`config.mk`:
```
export PLATFORM = sky130hd
export DESIGN_NAME = tone_sequencer
export DESIGN_NICKNAME = d
export VERILOG_FILES = /design/src/rtl/tone_sequencer.sv
export SDC_FILE = /design/constraint.sdc
export NUM_CORES = 1
export LEC_CHECK = 0
export CAP_MARGIN = 20
export CORE_ASPECT_RATIO = 0.75
export CORE_MARGIN = 2
export CORE_UTILIZATION = 53
export DETAILED_ROUTE_END_ITERATION = 6
export PLACE_DENSITY = 0.72
export SLEW_MARGIN = 20
export SYNTH_ARGS = -nofsm -noshare
export SYNTH_HDL_FRONTEND = slang
export SYNTH_SLANG_ARGS = --single-unit
```
`constraint.sdc`:
```
create_clock -name clk -period 2.5 [get_ports clk]
set_input_delay 0.375 -clock clk [delete_from_list [all_inputs] [get_ports clk]]
set_output_delay 0.375 -clock clk [all_outputs]
set_load 0.01 [all_outputs]
```
`src/rtl/tone_sequencer.sv`:
```
// Sequences the 392 Hz / 110 Hz tone enables from one-cycle pass/fail requests.
// Optional build macro TONE_SEQ_PREEMPT_EN lets fail_req abort a playing pass pattern.
module tone_sequencer #(
    parameter int TICK_DIV   = 125000,
    parameter int BEEP_TICKS = 150,
    parameter int GAP_TICKS  = 100,
    parameter int FAIL_TICKS = 800,
    parameter int PASS_BEEPS = 3
) (
    input  logic clk,
    input  logic rst_n,
    input  logic pass_req,
    input  logic fail_req,
    output logic busy,
    output logic done,
    output logic en392,
    output logic en110
);

    typedef enum logic [1:0] {
        IDLE  = 2'd0,
        P_ON  = 2'd1,
        P_GAP = 2'd2,
        F_ON  = 2'd3
    } state_t;

    localparam int PW = (TICK_DIV > 1) ? $clog2(TICK_DIV) : 1;
    localparam logic [PW-1:0] PRESC_LAST = PW'(TICK_DIV - 1);
    localparam logic [15:0]   BEEP_LAST  = 16'(BEEP_TICKS - 1);
    localparam logic [15:0]   GAP_LAST   = 16'(GAP_TICKS - 1);
    localparam logic [15:0]   FAIL_LAST  = 16'(FAIL_TICKS - 1);
    localparam logic [3:0]    BEEPS_LAST = 4'(PASS_BEEPS - 1);

    state_t        state_r;
    state_t        state_next_s;
    logic [PW-1:0] presc_r;
    logic [PW-1:0] presc_next_s;
    logic [PW-1:0] presc_adv_s;
    logic [15:0]   tick_r;
    logic [15:0]   tick_next_s;
    logic [15:0]   tick_adv_s;
    logic [3:0]    beep_r;
    logic [3:0]    beep_next_s;
    logic          tick_end_s;
    logic          done_next_s;
    logic          busy_r;
    logic          done_r;
    logic          en392_r;
    logic          en110_r;

    assign busy  = busy_r;
    assign done  = done_r;
    assign en392 = en392_r;
    assign en110 = en110_r;

    // Free-running time base within a state: prescaler wraps into the tick counter.
    always_comb begin
        tick_end_s = (presc_r == PRESC_LAST);
        if (tick_end_s) begin
            presc_adv_s = {PW{1'b0}};
            tick_adv_s  = tick_r + 16'd1;
        end else begin
            presc_adv_s = presc_r + PW'(1);
            tick_adv_s  = tick_r;
        end
    end

    // Next-state logic; every state change clears the time base so durations are exact.
    always_comb begin
        state_next_s = state_r;
        presc_next_s = presc_adv_s;
        tick_next_s  = tick_adv_s;
        beep_next_s  = beep_r;
        done_next_s  = 1'b0;
        case (state_r)
            IDLE: begin
                presc_next_s = {PW{1'b0}};
                tick_next_s  = 16'd0;
                beep_next_s  = 4'd0;
                if (fail_req) begin
                    state_next_s = F_ON;
                end else if (pass_req) begin
                    state_next_s = P_ON;
                end else begin
                    state_next_s = IDLE;
                end
            end
            P_ON: begin
`ifdef TONE_SEQ_PREEMPT_EN
                if (fail_req) begin
                    state_next_s = F_ON;
                    presc_next_s = {PW{1'b0}};
                    tick_next_s  = 16'd0;
                    beep_next_s  = 4'd0;
                end else
`endif
                if (tick_end_s && (tick_r == BEEP_LAST)) begin
                    presc_next_s = {PW{1'b0}};
                    tick_next_s  = 16'd0;
                    if (beep_r == BEEPS_LAST) begin
                        state_next_s = IDLE;
                        beep_next_s  = 4'd0;
                        done_next_s  = 1'b1;
                    end else begin
                        state_next_s = P_GAP;
                        beep_next_s  = beep_r + 4'd1;
                    end
                end else begin
                    state_next_s = P_ON;
                end
            end
            P_GAP: begin
`ifdef TONE_SEQ_PREEMPT_EN
                if (fail_req) begin
                    state_next_s = F_ON;
                    presc_next_s = {PW{1'b0}};
                    tick_next_s  = 16'd0;
                    beep_next_s  = 4'd0;
                end else
`endif
                if (tick_end_s && (tick_r == GAP_LAST)) begin
                    state_next_s = P_ON;
                    presc_next_s = {PW{1'b0}};
                    tick_next_s  = 16'd0;
                end else begin
                    state_next_s = P_GAP;
                end
            end
            F_ON: begin
                if (tick_end_s && (tick_r == FAIL_LAST)) begin
                    state_next_s = IDLE;
                    presc_next_s = {PW{1'b0}};
                    tick_next_s  = 16'd0;
                    done_next_s  = 1'b1;
                end else begin
                    state_next_s = F_ON;
                end
            end
            default: begin
                state_next_s = IDLE;
                presc_next_s = {PW{1'b0}};
                tick_next_s  = 16'd0;
                beep_next_s  = 4'd0;
            end
        endcase
    end

    // State, counters and outputs; outputs decode the next state so they change on the same edge.
    always_ff @(posedge clk or negedge rst_n) begin
        if (!rst_n) begin
            state_r <= IDLE;
            presc_r <= {PW{1'b0}};
            tick_r  <= 16'd0;
            beep_r  <= 4'd0;
            busy_r  <= 1'b0;
            done_r  <= 1'b0;
            en392_r <= 1'b0;
            en110_r <= 1'b0;
        end else begin
            state_r <= state_next_s;
            presc_r <= presc_next_s;
            tick_r  <= tick_next_s;
            beep_r  <= beep_next_s;
            busy_r  <= (state_next_s != IDLE);
            done_r  <= done_next_s;
            en392_r <= (state_next_s == P_ON);
            en110_r <= (state_next_s == F_ON);
        end
    end

endmodule
```
# --- After elaboration in Yosys (flattened, before gate mapping) ---
# Index checks and enable logic that the tools add are counted.
totals:
  reg_bits: 43
  in_bits: 4
  output_inout_bits: 4
  word_cells: 53
classes:
  n_addsub: 3
  n_eq_ne: 11
  n_mux: 24
  reduce_logical: 7
op_table:
  columns: ["operator", "count"]
  rows:
  - ["17-bit 2-to-1 mux", 4]
  - ["17-bit one-hot mux with 4 select lines", 1]
  - ["16-bit 2-to-1 mux", 4]
  - ["16-bit one-hot mux with 4 select lines", 1]
  - ["17-bit by 1-bit adder with 17-bit output (second input constant)", 1]
  - ["17-bit equality test (second input constant)", 1]
  - ["16-bit by 1-bit adder with 16-bit output (second input constant)", 1]
  - ["16-bit by 10-bit equality test with 1-bit output (second input constant)", 1]
  - ["16-bit by 7-bit equality test with 1-bit output (second input constant)", 1]
  - ["16-bit by 8-bit equality test with 1-bit output (second input constant)", 1]
  - ["2-bit 2-to-1 mux", 5]
  - ["4-bit 2-to-1 mux", 2]
  - ["2-bit one-hot mux with 4 select lines", 1]
  - ["4-bit one-hot mux with 2 select lines", 1]
  - ["2-bit equality test (second input constant)", 3]
  - ["4-bit by 1-bit adder with 4-bit output (second input constant)", 1]
  - ["2-bit by 1-bit equality test with 1-bit output (second input constant)", 2]
  - ["4-bit by 2-bit equality test with 1-bit output (second input constant)", 1]
  - ["1-bit 2-to-1 mux", 4]
  - ["2-bit nonzero test", 2]
  - ["1-bit logical AND", 3]
  - ["2-bit zero test", 1]
  - ["2-bit inequality test (second input constant)", 1]
  - ["1-bit one-hot mux with 2 select lines", 1]
  - ["2-bit AND reduction", 1]

# --- Depth between registers and ports, before layout ---
depth:
  ltp_word: 5
  ltp_mapped: 8
  mapped_depth_nobuf: 8

# --- Worst setup path after synthesis ---
# OpenSTA, ideal clock, no wires.
synth_timing:
  path_kind: "register -> register"
  from: "register presc_r[0]"
  to: "register tick_r[14]"
  setup_time_ns: 0.078
  arrival_time_ns: 1.913
  required_time_ns: 2.422
  slack_ns: 0.509
  stages_incl_launch_ff: 8
  path_buffers: 1
  synth_period_minus_slack_ns: 1.991
  cell_sequence: "dfrtp_1 -> ha_1 -> and4bb_1 -> nand4_4 -> or2_1 -> buf_6 -> or4_1 -> a21oi_1"
synth_between:
  elab_chain_len: 4
  elab_cells_between_ends: 9
  classes_between: "eq/ne: 1; mux: 5; reduce/logical: 3"
synth_lines:
  columns: ["item", "line_no", "rtl"]
  rows:
  - ["start: declaration", "36", "logic [PW-1:0] presc_r;"]
  - ["start signal: assignment", "152", "presc_r <= {PW{1'b0}};"]
  - ["start signal: assignment", "161", "presc_r <= presc_next_s;"]
  - ["17-bit equality test (*)", "58", "tick_end_s = (presc_r == PRESC_LAST);"]
  - ["16-bit 2-to-1 mux (tied with other cells)", "59", "if (tick_end_s) begin"]
  - ["16-bit 2-to-1 mux (on tied branches)", "130, 121, 97", null]
  - ["16-bit one-hot mux with 4 select lines (*)", "75", "case (state_r)"]
  - ["via tick_next_s[14]", "40", "logic [15:0] tick_next_s;"]
  - ["end signal: assignment", "162", "tick_r <= tick_next_s;"]
  - ["end: declaration", "39", "logic [15:0] tick_r;"]
# Mark *: on every way through the listed nets, which the timed path passes. The rest lies on a longest branch.
# A chain may end at the register's enable or synchronous reset.

# --- Worst setup path in the final report ---
layout_timing:
  from: "register presc_r[0]"
  to: "register busy_r (netlist: busy)"
layout_between:
  elab_chain_len: 5
  elab_cells_between_ends: 9
  classes_between: "eq/ne: 1; mux: 4; reduce/logical: 4"
layout_lines:
  columns: ["item", "line_no", "rtl"]
  rows:
  - ["17-bit equality test (*)", "58", null]
  - ["1-bit logical AND (on tied branches)", "130, 121, 97", null]
  - ["2-bit 2-to-1 mux (on tied branches)", "130, 121, 97", null]
  - ["2-bit one-hot mux with 4 select lines (*)", "75", null]
  - ["2-bit nonzero test (*)", "164", "busy_r <= (state_next_s != IDLE);"]
  - ["end signal: assignment", "164", null]
  - ["end: declaration", "46", "logic busy_r;"]
# Mark *: on every way between the ends. The rest lies on a longest branch, timed or not.

==> results.py <==
metrics = {
    "clock_network": {
        "clock_path_buffers": 2,
        "cts_setup_buffers": 0,
        "hold_buffers": 0,
        "cts_resized": 0,
        "h-tree-depth": 2,
        "clk_latency_ns": 0.30,
        "cts_buffers": 5,
        "root_buffer": "clkbuf_8",
        "tritoncts": "done",
        "cts.sinks": 43,
        "clk_pin_slew_ns": 0.08,
    },
    "die": {
        "die_area_um2": 5040,
        "core-area_um2": 4390,
        "chipHeight_um": 62,
        "die_x_um": 81.3,
        "initial_core_util_pct": 54.2,
        "std_cell_rows": 21,
        "io_pins": 8,
    },
    "placement": {
        "place.gp.congestion": 0.886,
        "dp.cells": 312,
        "dp_hpwl_mm": 3.58,
        "post_dp_cell_area_um2": 2510,
        "numPortBuffers": 7,
    },
    "yosys": {
        "netlist_instances": 251,
        "syn-num-nets": 260,
        "yosysWarnings": 0,
        "synth_top_family_by_area": "simple AND/OR/NAND/NOR gates",
        "synthMuxAreaShare_pct": 0.474,
        "avgSynthCellArea_um2": 9.47,
        "synth-compound-area-share_pct": 6.95,
        "ys.flop_type": "dfrtp_1",
        "syn_area_um2": 2380,
        "yosys.area_share.adder_pct": 2.63,
        "ys_types": 47,
        "synth_edf_count": 0,
        "ys_seq_area_share_pct": 45.3,
        "synthXorXnorAreaFrac_pct": 9.95,
        "synth-simple-area-share_pct": 31.8,
        "async_flop_share_pct": 100,
        "synth-seq-cells": 43,
    },
    "power": {
        "p_per_area_nw_per_um2": 581,
        "p_leak_uw": 0.00111,
        "p_total_uw": 1520,
        "irDropWorstVdd_uv": 380,
    },
    "critical_path": {
        "startpoint": "presc_r[0]",
        "reg2regPathDepth": 6,
        "r2r_end": "busy",
        "endpoint_kind": "flip-flop",
        "path_cells": "ha_1 -> nor4bb_1 -> nand4_1 -> a2111o_1 -> a211oi_2 -> nand2_1",
        "cpPeakStageDelay_ns": 0.42,
        "critical_path_class": "reg2reg",
        "cp_top_family": "compound AO/OA/AOI/OAI gates",
        "rrSetupSlack_ns": 0.25,
        "cp.arrival_ns": 2.44,
        "crit_path_max_fanout": 5,
        "crit_path_start_kind": "flip-flop",
        "regToRegStartpoint": "presc_r[0]",
        "required_ns": 2.69,
        "critPathBufInv": 0,
        "slowest_stage": "a2111o_1",
    },
    "finish": {
        "multi_input_area_um2": 1230,
        "final_nets": 271,
        "instances_no_fill": 320,
        "regArea_um2": 1080,
        "syn2layout_area_growth_pct": 9.68,
        "final_core_util_pct": 59.4,
        "fillers": 362,
        "final_area_um2": 2610,
        "antennaDiodeCount": 0,
        "drive_gt1_share_pct": 7.98,
    },
    "global_route": {
        "antenna_found_initial": 0,
        "grt_usage_pct": 22.0,
        "overflow": 0,
        "grt_pass1_vias": 1657,
        "grt_pass1_wl_mm": 8.16,
        "grt_start_max_net_pins": 44,
    },
    "sta": {
        "finalCritPeriodShare_pct": 90.0,
        "setup_viol": 0,
        "fin_crit_ns": 2.25,
        "tns_ns": 0,
        "rsz0062_at_grt": "no",
        "worstMarginPinSlew_ns": 0.924,
        "skew_ns": 0.00587,
        "hold_viol": 0,
        "slew_headroom_pct": 38.4,
        "drv_slew": 0,
        "max_freq_mhz": 444,
    },
    "routing": {
        "vias": 1856,
        "routed_wl_mm": 4.93,
        "drc_errors": 0,
        "detail_route.wl_per_cell_um": 15.4,
        "postRouteAntennaNets": 0,
        "drt_iter0_drc": 146,
        "viasPerCell": 5.80,
        "first_pass_iters": 4,
    },
    "min_path": {
        "min_path_type": "in2async",
    },
    "run": {
        "cap_violations": 0,
    },
    "status": {
        "status": "finished clean",
    },
}
cell families (layout without fill, tap and decap cells):
family | after synthesis | after routing
simple gates | 135 | 135
flops | 43 | 43
xor+xnor | 27 | 27
compound gates | 24 | 24
buf+inv | 16 | 28
fa+ha+maj | 5 | 5
mux | 1 | 1
cell usage after synthesis (7+ instances only):
master | n | area share [%]
nor2_1 | 31 | 4.9
nor3_1 | 16 | 3.4
xor2_1 | 12 | 4.4
inv_1 | 9 | 1.4
nand3_1 | 17 | 3.6
nand2_1 | 16 | 2.5
xnor2_1 | 15 | 5.5
nand4_1 | 7 | 1.8
nor4_1 | 12 | 3.2
dfrtp_1 | 43 | 45
a21oi_1 | 7 | 1.5
metrics by stage:
| stage | hold WS, ns | setup slack [ns] |
|---|---|---|
| 6_report | 0.204 | 0.249 |
| 5_1_grt | 0.304 | 0.0423 |
| 3_3_place_gp | 0.468 | 0.336 |
| 2_1_floorplan | 0.0794 | 0.509 |
| 4_1_cts | 0.254 | 0.251 |
| 3_5_place_dp | 0.515 | 0.257 |
report_power, final:
part | internal (uW) | switching (uW)
clock network | 252 | 234
registers | 759 | 79.9
logic | 89.7 | 100
cells in the final DEF (no fill, tap or decap), types with 2 or more instances in the layout:
master and n:
and4_1 4, clkdlybuf4s50_1 6, nand4_1 7, xnor2_1 15, and2_1 5, nor4_1 12, ha_1 5, nor2_1 31
xor2_1 12, or2_2 2, nor4b_1 2, nor2b_1 2, a21bo_2 2, dfrtp_1 43, and4b_1 2, inv_1 9
nor3b_1 2, nand3_1 17, a21oi_1 7, buf_4 4, and3_1 5, o31ai_1 2, or4_1 2, clkbuf_8 7
o21ai_0 4, nand2_1 16, nor3_1 16
per-layer routing:
layer / GRT usage, % / wire, um / vias up
met1: 33.4 / 2500 / 884
met5: 0 / 0 / -
li1: - / - / 915
met3: 5.49 / 335 / 7
met4: 7.75 / 53 / 0
met2: 30.2 / 2040 / 50
how the worst max path moves through the flow:
stage | endpoint | slack [ns] | depth (start not counted)
after floorplan | tick_r[14] | 0.51 | 7
after global placement | busy | 0.34 | 6
after detailed placement | busy | 0.26 | 6
after CTS | busy | 0.25 | 6
after global routing | busy | 0.04 | 6
final | busy | 0.25 | 6
worst reg2reg max path, cell delays in order, from the launching register on:
cell	delay [ns]
dfrtp_1	0.41
ha_1	0.23
nor4bb_1	0.37
nand4_1	0.28
a2111o_1	0.42
a211oi_2	0.34
nand2_1	0.09
final cells by class:
class	instances	share of cell area (%)
clock buffer	8	3.84
inverter	9	1.30
multi-input combinational	192	47.2
sequential	43	41.3
tap	57	2.74
timing repair buffer	11	3.65
registers in the layout, indices dropped and copies added (netlist names):
signal	count
done	1
en110	1
en392	1
state_r	2
beep_r	4
tick_r	16
busy	1
presc_r	17
(Power assumes the default switching activity.)
